===== config.mk =====
export PLATFORM = sky130hd
export DESIGN_NAME = wb_stage_flat
export DESIGN_NICKNAME = d
export VERILOG_FILES = /design/src/rtl/wb_stage_if.sv /design/src/rtl/wb_stage.sv /design/src/flat_wrapper.sv
export SDC_FILE = /design/constraint.sdc
export NUM_CORES = 1
export LEC_CHECK = 0
export BUFFER_PORTS_ARGS = -buffer_cell sky130_fd_sc_hd__buf_4
export CAP_MARGIN = 10
export CORE_ASPECT_RATIO = 0.9
export CORE_MARGIN = 4
export CORE_UTILIZATION = 28
export DETAILED_ROUTE_END_ITERATION = 10
export PLACE_DENSITY_LB_ADDON = 0.1
export SYNTH_ARGS = -nofsm -noshare
export SYNTH_HDL_FRONTEND = slang
export SYNTH_SLANG_ARGS = --single-unit

===== constraint.sdc =====
create_clock -name clk -period 3.75 [get_ports clk]
set_clock_uncertainty 0.2 [all_clocks]
set_input_delay 0.375 -clock clk [delete_from_list [all_inputs] [get_ports clk]]
set_output_delay 0.375 -clock clk [all_outputs]
set_load 0.05 [all_outputs]

===== src/rtl/wb_stage_if.sv =====
// wb_stage_if: MEM-to-WB handshake, decode read ports and writeback status of the writeback stage.
interface wb_stage_if;
    logic        mem_valid;
    logic [15:0] mem_wb;
    logic        mem_we;
    logic [15:0] mem_instr;
    logic        stall;
    logic        flush;
    logic [3:0]  rs_addr;
    logic [3:0]  rt_addr;
    logic [15:0] rs_data;
    logic [15:0] rt_data;
    logic        wb_valid;
    logic [3:0]  wb_dst;
    logic [15:0] wb_data;
    logic [15:0] sp_out;

    modport master (
        output mem_valid, mem_wb, mem_we, mem_instr, stall, flush, rs_addr, rt_addr,
        input  rs_data, rt_data, wb_valid, wb_dst, wb_data, sp_out
    );
    modport slave (
        input  mem_valid, mem_wb, mem_we, mem_instr, stall, flush, rs_addr, rt_addr,
        output rs_data, rt_data, wb_valid, wb_dst, wb_data, sp_out
    );
endinterface


===== src/rtl/wb_stage.sv =====
// wb_stage: MEM/WB latch, 16x16 register file commit and two combinational read ports.
// Optional WB_FWD_EN bypasses the pending latched write onto the read ports.
module wb_stage #(
    parameter logic [3:0]  SP_IDX  = 4'd15,
    parameter logic [15:0] SP_INIT = 16'h00FF,
    parameter bit          R0_ZERO = 1'b1,
    parameter logic [3:0]  OP_CALL = 4'hC,
    parameter logic [3:0]  OP_RET  = 4'hD
) (
    input logic       clk,
    input logic       rst_n,
    wb_stage_if.slave bus
);
    logic        valid_q, valid_d;
    logic        we_q, we_d;
    logic [3:0]  dst_q, dst_d;
    logic [15:0] data_q, data_d;
    logic [15:0] rf_q [16];
    logic [3:0]  op;
    logic        commit;

    assign op = bus.mem_instr[15:12];
    // A latched write still retires on a flush edge; only stall suppresses it.
    assign commit = valid_q & we_q & (bus.flush | ~bus.stall) & ~(R0_ZERO && dst_q == 4'd0);

    always_comb begin
        valid_d = valid_q;
        we_d    = we_q;
        dst_d   = dst_q;
        data_d  = data_q;
        if (bus.flush) begin
            valid_d = 1'b0;
            we_d    = 1'b0;
        end else if (!bus.stall) begin
            valid_d = bus.mem_valid;
            we_d    = bus.mem_we & bus.mem_valid;
            dst_d   = (op == OP_CALL || op == OP_RET) ? SP_IDX : bus.mem_instr[11:8];
            data_d  = bus.mem_wb;
        end
    end

    always_ff @(posedge clk) begin
        if (!rst_n) begin
            valid_q <= 1'b0;
            we_q    <= 1'b0;
            dst_q   <= 4'd0;
            data_q  <= 16'd0;
            for (int i = 0; i < 16; i++)
                rf_q[i] <= (4'(i) == SP_IDX) ? SP_INIT : 16'd0;
        end else begin
            valid_q <= valid_d;
            we_q    <= we_d;
            dst_q   <= dst_d;
            data_q  <= data_d;
            if (commit)
                rf_q[dst_q] <= data_q;
        end
    end

    function automatic logic [15:0] rd(input logic [3:0] a);
        if (R0_ZERO && a == 4'd0)
            return 16'd0;
`ifdef WB_FWD_EN
        if (valid_q && we_q && a == dst_q)
            return data_q;
`endif
        return rf_q[a];
    endfunction

    assign bus.rs_data  = rd(bus.rs_addr);
    assign bus.rt_data  = rd(bus.rt_addr);
    assign bus.wb_valid = valid_q & we_q;
    assign bus.wb_dst   = dst_q;
    assign bus.wb_data  = data_q;
    assign bus.sp_out   = rf_q[SP_IDX];
endmodule


===== src/flat_wrapper.sv =====
// flat-port wrapper written by rule: the top's interface ports become plain ports
module wb_stage_flat 
#(
    parameter logic [3:0]  SP_IDX  = 4'd15,
    parameter logic [15:0] SP_INIT = 16'h00FF,
    parameter bit          R0_ZERO = 1'b1,
    parameter logic [3:0]  OP_CALL = 4'hC,
    parameter logic [3:0]  OP_RET  = 4'hD
)
  (clk, rst_n, bus_mem_valid, bus_mem_wb, bus_mem_we, bus_mem_instr, bus_stall, bus_flush, bus_rs_addr, bus_rt_addr, bus_rs_data, bus_rt_data, bus_wb_valid, bus_wb_dst, bus_wb_data, bus_sp_out);
  wb_stage_if bus_i ();
  input logic clk;
  input logic rst_n;
  input wire logic [$bits(bus_i.mem_valid)-1:0] bus_mem_valid;
  input wire logic [$bits(bus_i.mem_wb)-1:0] bus_mem_wb;
  input wire logic [$bits(bus_i.mem_we)-1:0] bus_mem_we;
  input wire logic [$bits(bus_i.mem_instr)-1:0] bus_mem_instr;
  input wire logic [$bits(bus_i.stall)-1:0] bus_stall;
  input wire logic [$bits(bus_i.flush)-1:0] bus_flush;
  input wire logic [$bits(bus_i.rs_addr)-1:0] bus_rs_addr;
  input wire logic [$bits(bus_i.rt_addr)-1:0] bus_rt_addr;
  output wire logic [$bits(bus_i.rs_data)-1:0] bus_rs_data;
  output wire logic [$bits(bus_i.rt_data)-1:0] bus_rt_data;
  output wire logic [$bits(bus_i.wb_valid)-1:0] bus_wb_valid;
  output wire logic [$bits(bus_i.wb_dst)-1:0] bus_wb_dst;
  output wire logic [$bits(bus_i.wb_data)-1:0] bus_wb_data;
  output wire logic [$bits(bus_i.sp_out)-1:0] bus_sp_out;
  assign bus_i.mem_valid = bus_mem_valid;
  assign bus_i.mem_wb = bus_mem_wb;
  assign bus_i.mem_we = bus_mem_we;
  assign bus_i.mem_instr = bus_mem_instr;
  assign bus_i.stall = bus_stall;
  assign bus_i.flush = bus_flush;
  assign bus_i.rs_addr = bus_rs_addr;
  assign bus_i.rt_addr = bus_rt_addr;
  assign bus_rs_data = bus_i.rs_data;
  assign bus_rt_data = bus_i.rt_data;
  assign bus_wb_valid = bus_i.wb_valid;
  assign bus_wb_dst = bus_i.wb_dst;
  assign bus_wb_data = bus_i.wb_data;
  assign bus_sp_out = bus_i.sp_out;
  wb_stage #(.SP_IDX(SP_IDX), .SP_INIT(SP_INIT), .R0_ZERO(R0_ZERO), .OP_CALL(OP_CALL), .OP_RET(OP_RET)) u_core (.clk(clk), .rst_n(rst_n), .bus(bus_i));
endmodule

* Yosys cells after proc, flatten, opt, wreduce, memory -nomap -nowiden
Memories as Yosys holds them, arrays and structs flattened. Index checks and enable logic that the tools add are counted.
Word-level totals: flip-flop bits (word level) 22, RAM bits 256, input port bits 46, output and inout port bits 69, word-level logic and storage cells 37, memories kept 1
Cells by class: eq/ne operators 2, multiplexer cells 14, bitwise gates (word level) 9, reductions and logical operators 7
Memories:
- u_core.rf_q | depth 16, width 16, rd ports 3, clocked after memory_dff 0, wr ports 16, line wb_stage.sv:18 | logic [15:0] rf_q [16];
Operator list (count):
- $mux 16 | 5
- $reduce_or 16->1 | 1
- $logic_not 4->1 | 3
- $eq 4x4->1 const B | 2
- $mux 4 | 2
- $mux 1 | 7
- $and 1x1->1 | 4
- $not 1->1 | 4
- $reduce_and 2->1 | 1
- $reduce_or 2->1 | 1
- $logic_or 1x1->1 | 1
- $or 1x1->1 | 1

* Logic depth before layout (Yosys ltp)
Gate-level depths: netlist (run 1).
depth in word-level cells 9, mapped depth 7

* Worst setup path before layout (run 1)
Ideal clock, no wire load.
kind register -> register, from reg u_core.dst_q[2], in the netlist u_core.bus.wb_dst[2], to mem u_core.rf_q[6][0] (enable), setup time 0.411 ns, arrival time 2.576 ns, data required time 3.139 ns, slack 0.563 ns, cell stages (with the launch flop) 4, period minus slack after synthesis 3.187 ns, cells stage by stage dfxtp_1 nand2b_2 or2_4 o21ai_0
RTL lines:
- from (decl) | line wb_stage.sv:16 | logic [3:0] dst_q, dst_d;
- from (signal assigned) | line wb_stage.sv:53 | dst_q <= dst_d;
- to (decl) | line wb_stage.sv:18

* Worst setup path in the final report (run 1)
from in bus_rt_addr[0], to out bus_rt_data[8]
On the way: cells in the longest elaborated chain, start to end 3
RTL lines:
- from (decl) | line flat_wrapper.sv:21 | input wire logic [$bits(bus_i.rt_addr)-1:0] bus_rt_addr;
- branches (longest 2 deep; another with $mem_v2 16x16)
- $mux 16 * | line wb_stage.sv:67 | return rf_q[a];
- to (decl) | line flat_wrapper.sv:23 | output wire logic [$bits(bus_i.rt_data)-1:0] bus_rt_data;
Every way passes the cells marked *.

==> impl_metrics.yaml, run 1 <==
synth:
  synth_nets: 1038
  synth-seq-area-share: 0.552
  synthArstFlopShare: 0
  yosysWarnings: 0
  yosysMostFrequentCell: "edfxtp_1"
  syn_area_sq_um: 13900
  ys.flop_type: "edfxtp_1"
  yosysTopAreaCellShare: 0.520
  yosysTopAreaCell: "edfxtp_1"
  synth.area.top_cells: "edfxtp_1 52%, mux4_2 11%, and2_1 11%, mux2i_1 5.4%, dfxtp_1 3.2%"
  synthCells: 992
  ys_seq_elements: 262
  synth.distinct_cells: 44
  yosys-top-cells-count: "240 x edfxtp_1, 233 x and2_1, 75 x mux2i_1"
  synth_edf_count: 240
  postSynthAreaPerCell_sq_um: 14.0
clock_network:
  clock-sinks: 262
  clkSlewWorstSetupHoldPaths_ps: 60
  root_buffer: "clkbuf_16"
  htreeDepth: 1
  insertion_delay_ps: 570
  cts_buffers: 31
  cts_tree: "yes"
  cts_setup_buffers: 0
  clk_path_buf_depth: 3
floorplan:
  die_y_um: 219
  coreArea_sq_um: 49000
  start_util: 0.283
  num_rows: 77
  die_w_um: 243
  io_pins: 115
  dieArea_sq_um: 53100
cells_and_area:
  syn_to_final_growth_pct: 22.6
  drive_above_1_share: 0.323
  final_nets: 1184
  instances_no_fill: 1797
  utilization: 0.347
  fillers: 4721
placed_design:
  io_buffers: 105
  dp.cells: 1711
  place.gp.congestion: 0.766
  dp_hpwl_um: 31200
power_and_ir_drop:
  peakVddDrop_mv: 0.314
  powerDensity_nw_per_um2: 457
  p_leak_nw: 6.36
sta:
  period_needed_ps: 3120
  hold_viol_final: 0
  rsz0062_at_grt: "no"
  fmax_mhz: 321
  setup_viol: 0
  tightest_slew_ps: 914
  relSlewSlack: 0.389
  fin_crit_sh: 0.832
  setup_tns_ps: 0
  slew_violations: 0
worst_setup_path:
  cp.required_ps: 3170
  path_class: "in2out"
  crit_path_max_fanout: 25
  startpoint_type: "input pin"
  cp.arrival_ps: 2540
  cp-end-kind: "output pin"
min_path:
  min_path_type: "in2reg"
detailed_routing:
  vias: 9038
  drt-total-wl_um: 48800
  via_per_inst: 5.03
  drcViolationCount: 0
  routedWlPerCell_um: 27.1
  drt_iter0_markers: 591
  postRouteAntennaNets: 0
  firstDrtPassIters: 5
flow_run:
  cap_viol_max_count: 0
global_routing:
  grt_pass1_vias: 9356
  grt_max_degree: 36
  gr-total-overflow: 0
  grt_pass1_wl_um: 69900
  antenna_found_initial: 1
  grt_util_all_layers: 0.181
status:
  outcome: "finished, final reports clean"
cell type report:
class                   instances  area [sq um]  area share
diodes                          2          5.00    0.000294
clock buffers                  39           846      0.0497
clock inverters                19           299      0.0176
inverters                       4          15.0    0.000883
multi-input cells             640          5790       0.341
flip-flops and latches        262          7650       0.450
well taps                     632           791      0.0465
repair buffers                199          1610      0.0946
metal layers:
layer	share of wire	vias up	GRT usage
met4	0.022	0	0.0466
met5	0	-	0
met3	0.044	49	0.0214
met2	0.46	221	0.293
met1	0.47	4678	0.261
li1	-	4090	-
what timing repair did:
action	CTS	global route
hold buffers	26	0
endpoints found under the hold margin	22	0
endpoints found under the setup margin	0	0
resized for setup	0	0
sequential cells by signal, summed over array words and instances, names as in the netlist:
signal / flops
u_core.valid_q: 1
u_core.bus.wb_data: 16
u_core.rf_q: 240
u_core.bus.wb_dst: 4
u_core.we_q: 1
report_power, final:
group / internal (mW) / total, mW / leakage (nW) / switching [mW]
Combinational: 0.385 / 1.02 / 3.17 / 0.630
Clock: 2.14 / 3.38 / 0.564 / 1.25
Sequential: 3.28 / 3.38 / 2.63 / 0.100
kinds of logic (layout without fill, tap and decap cells):
| family | Yosys count | after routing | share of synthesized area |
|---|---|---|---|
| AND/OR/NAND/NOR | 335 | 335 | 0.154 |
| flip-flops | 262 | 262 | 0.552 |
| multiplexers | 173 | 173 | 0.188 |
| AO/OA/AOI/OAI | 132 | 132 | 0.0738 |
| buffers and inverters | 90 | 261 | 0.0323 |
| other | 0 | 2 | 0 |
layout by cell type (no fill, tap or decap), drive strengths merged, types with 8 or more instances in the layout:
cell type / Yosys / final
dfxtp: 22 / 22
mux2i: 75 / 75
o21ai: 9 / 9
nand2: 41 / 41
nor2: 11 / 11
nand2b: 22 / 22
mux2: 31 / 31
bufinv: 0 / 8
mux4: 67 / 67
clkbuf: 50 / 39
a221o: 11 / 11
clkinv: 1 / 10
o221a: 22 / 22
and2: 234 / 234
buf: 36 / 173
dlygate4sd3: 0 / 26
a21oi: 40 / 40
a221oi: 37 / 37
a22oi: 12 / 12
nor3: 9 / 9
edfxtp: 240 / 240
worst paths after layout:
path	from	endpoint	slack, ps	cells after the start
setup / recovery	bus_rt_addr[0]	bus_rt_data[8]	630	7
hold / removal	rst_n	u_core.bus.wb_dst[2]	20	2
setup reg to reg	u_core.we_q	u_core.rf_q[8][5]	1240	5
hold reg to reg	u_core.bus.wb_data[6]	u_core.bus.wb_data[6]	260	2
through the flow:
step	hold slack (ps)	total power, mW	instance area [sq um]	setup slack, ps
6_report	24.8	7.78	17000	631
5_1_grt	23.6	8.05	17000	589
4_1_cts	10.2	7.87	17000	657
3_5_place_dp	250	4.44	15600	667
3_3_place_gp	251	4.44	15600	668
2_1_floorplan	253	4.02	13900	563
critical path, stage by stage:
cell      delay, ps
buf_4           240
and2b_1         240
buf_4           290
a221oi_1        150
a221oi_1        670
o221a_2         360
buf_4           200
No activity file was read; power rests on OpenSTA's default activity.
==> run 2: changes to the inputs <==
==> constraint.sdc (replaced) <==
create_clock -name clk -period 2.76 [get_ports clk]
set_clock_uncertainty 0.2 [all_clocks]
set_input_delay 0.276 -clock clk [delete_from_list [all_inputs] [get_ports clk]]
set_output_delay 0.276 -clock clk [all_outputs]
set_load 0.05 [all_outputs]
==> impl_metrics.yaml, run 2 (synthesized netlist as in run 1, its figures left out) <==
status:
  outcome: "finished, final reports clean"
cells_and_area:
  largest_reg_flops: 240
  design_area_sq_um: 17400
  final_nets: 1227
  drive_above_1_share: 0.347
  syn_to_final_growth_pct: 25.6
  seqCellArea_sq_um: 7650
  fillers: 4697
  final_common_cell: "edfxtp_1"
  multi_input_area_sq_um: 5840
  layout_common_cells: "240 x edfxtp_1, 233 x and2_1, 197 x buf_4"
  top_register: "u_core.rf_q"
power_and_ir_drop:
  internal_power_mw: 7.62
  powerDensity_nw_per_um2: 593
  seqPwrFrac: 0.443
  p_comb_frac: 0.142
  switching_share: 0.262
  peakVddDrop_mv: 0.416
  p_leak_nw: 6.58
  p_clk_frac: 0.415
  power_switching_mw: 2.70
detailed_routing:
  vias: 9147
  drcViolationCount: 0
  postRouteAntennaNets: 0
  drt-total-wl_um: 48400
  firstDrtPassIters: 5
  routedWlPerCell_um: 26.3
  via_per_inst: 4.98
  drt_iter0_markers: 607
clock_network:
  htreeDepth: 1
  clkSlewWorstSetupHoldPaths_ps: 60
  clock-sinks: 262
  cts_tree: "yes"
  insertion_delay_ps: 570
  clk_path_buf_depth: 3
  cts_buffers: 31
  root_buffer: "clkbuf_16"
sta:
  slew_violations: 0
  relSlewSlack: 0.490
  setup_viol: 0
  rsz0062_at_grt: "no"
  fin_crit_sh: 0.965
  postLayoutSetupSlackWorst_ps: 95.3
  tightest_slew_ps: 763
  period_needed_ps: 2660
  fmax_mhz: 375
  hold_viol_final: 0
worst_setup_path:
  startpoint_type: "register"
  reg2reg_depth: 5
  cp.required_ps: 2280
  worst_path_max_delay_cell: "edfxtp_1"
  crit_start: "u_core.rf_q[3][2]"
  r2r_start: "u_core.valid_q"
  cp-end-kind: "output pin"
  path_class: "reg2out"
  critical_path.cell_chain: "mux2_2 > a221oi_1 > a221oi_1 > buf_4 > o221a_2 > buf_4"
  cp.arrival_ps: 2190
  crit_path_max_fanout: 2
  crit_path_max_incr_delay_ps: 380
placed_design:
  place.gp.congestion: 0.767
  io_buffers: 105
  dp_slack_ps: 89.1
  dp_hpwl_um: 32300
  place_area_sq_um: 16000
min_path:
  holdCritStartpoint: "rst_n"
  min_path_type: "in2reg"
  min_path_cells: 3
global_routing:
  grt_pass1_wl_um: 70300
  grt_pass1_vias: 9563
  antenna_found_initial: 1
  grt_max_degree: 31
  grt_util_all_layers: 0.181
  gr-total-overflow: 0
flow_run:
  cap_viol_max_count: 0
floorplan:
  coreArea_sq_um: 49000
  die_y_um: 219
  start_util: 0.283
  num_rows: 77
  dieArea_sq_um: 53100
  die_w_um: 243
  io_pins: 115
-- run 2: cell types whose count changed in the layout (fill, tap and decap cells not counted), sizes merged --
cell | before | now
clkbuf | 39 | 44
clkinv | 10 | 7
buf | 173 | 212
diode | 2 | 1
bufinv | 8 | 4
dlygate4sd3 | 26 | 30
inv | 4 | 5
-- run 2: critical path, delay by kind of cell (launching register included) --
| family | cells | cell delay, ps |
|---|---|---|
| AOI/OAI and AO/OA | 3 | 600 |
| DFF | 1 | 380 |
| muxes | 1 | 270 |
| buffers and inverters | 2 | 370 |
-- run 2: what timing repair did --
| item | CTS | global route |
|---|---|---|
| setup buffers | 1 | 2 |
| resized for setup | 2 | 8 |
| endpoints found under the hold margin | 22 | 0 |
| hold buffers | 30 | 0 |
| pin swaps | 0 | 0 |
| setup endpoints to repair | 3 | 9 |
| gates cloned | 0 | 0 |
-- run 2: area by class of cell --
cell class                      instances  share of cell area
Clock inverter                         13              0.0103
Inverter                                4            0.000862
Sequential cell                       262               0.439
Clock buffer                           44              0.0503
Tap cell                              632              0.0454
Antenna cell                            1            0.000144
Multi-Input combinational cell        640               0.335
Timing Repair Buffer                  242               0.119
-- run 2: path summary, 6_finish.rpt --
path	endpoint	slack [ps]
max	bus_rt_data[2]	100
min	u_core.rf_q[5][7]	70
max reg2reg	u_core.rf_q[15][6]	460
min reg2reg	u_core.bus.wb_data[6]	380
-- run 2: routing by layer --
metal,routed length [um],share of wire,up-vias,GRT usage
li1,-,-,4180,-
met1,22800,0.47,4691,0.261
met2,22800,0.47,220,0.299
met3,1880,0.039,56,0.0177
met4,972,0.020,0,0.0412
met5,0,0,-,0
-- run 2: power groups by stage --
stage | logic, mW | clock network (mW) | registers, mW
after floorplan | 0.801 | 0 | 4.66
after global placement | 1.43 | 0 | 4.66
after detailed placement | 1.43 | 0 | 4.66
after CTS | 1.47 | 4.42 | 4.58
after global routing | 1.55 | 4.59 | 4.59
final | 1.47 | 4.28 | 4.58
-- run 2: per-stage QoR --
| step | utilization | total power, mW | setup TNS (ps) | instances | hold slack (ps) |
|---|---|---|---|---|---|
| 6_report | 0.355 | 10.3 | 0 | 1838 | 71.1 |
| 3_5_place_dp | 0.326 | 6.09 | 0 | 1747 | 270 |
| 3_3_place_gp | 0.326 | 6.09 | 0 | 1747 | 275 |
| 4_1_cts | 0.354 | 10.5 | 0 | 1835 | 47.7 |
| 5_1_grt | 0.355 | 10.7 | 0 | 1837 | 95.2 |
| 2_1_floorplan | - | 5.46 | -23400 | 992 | 212 |
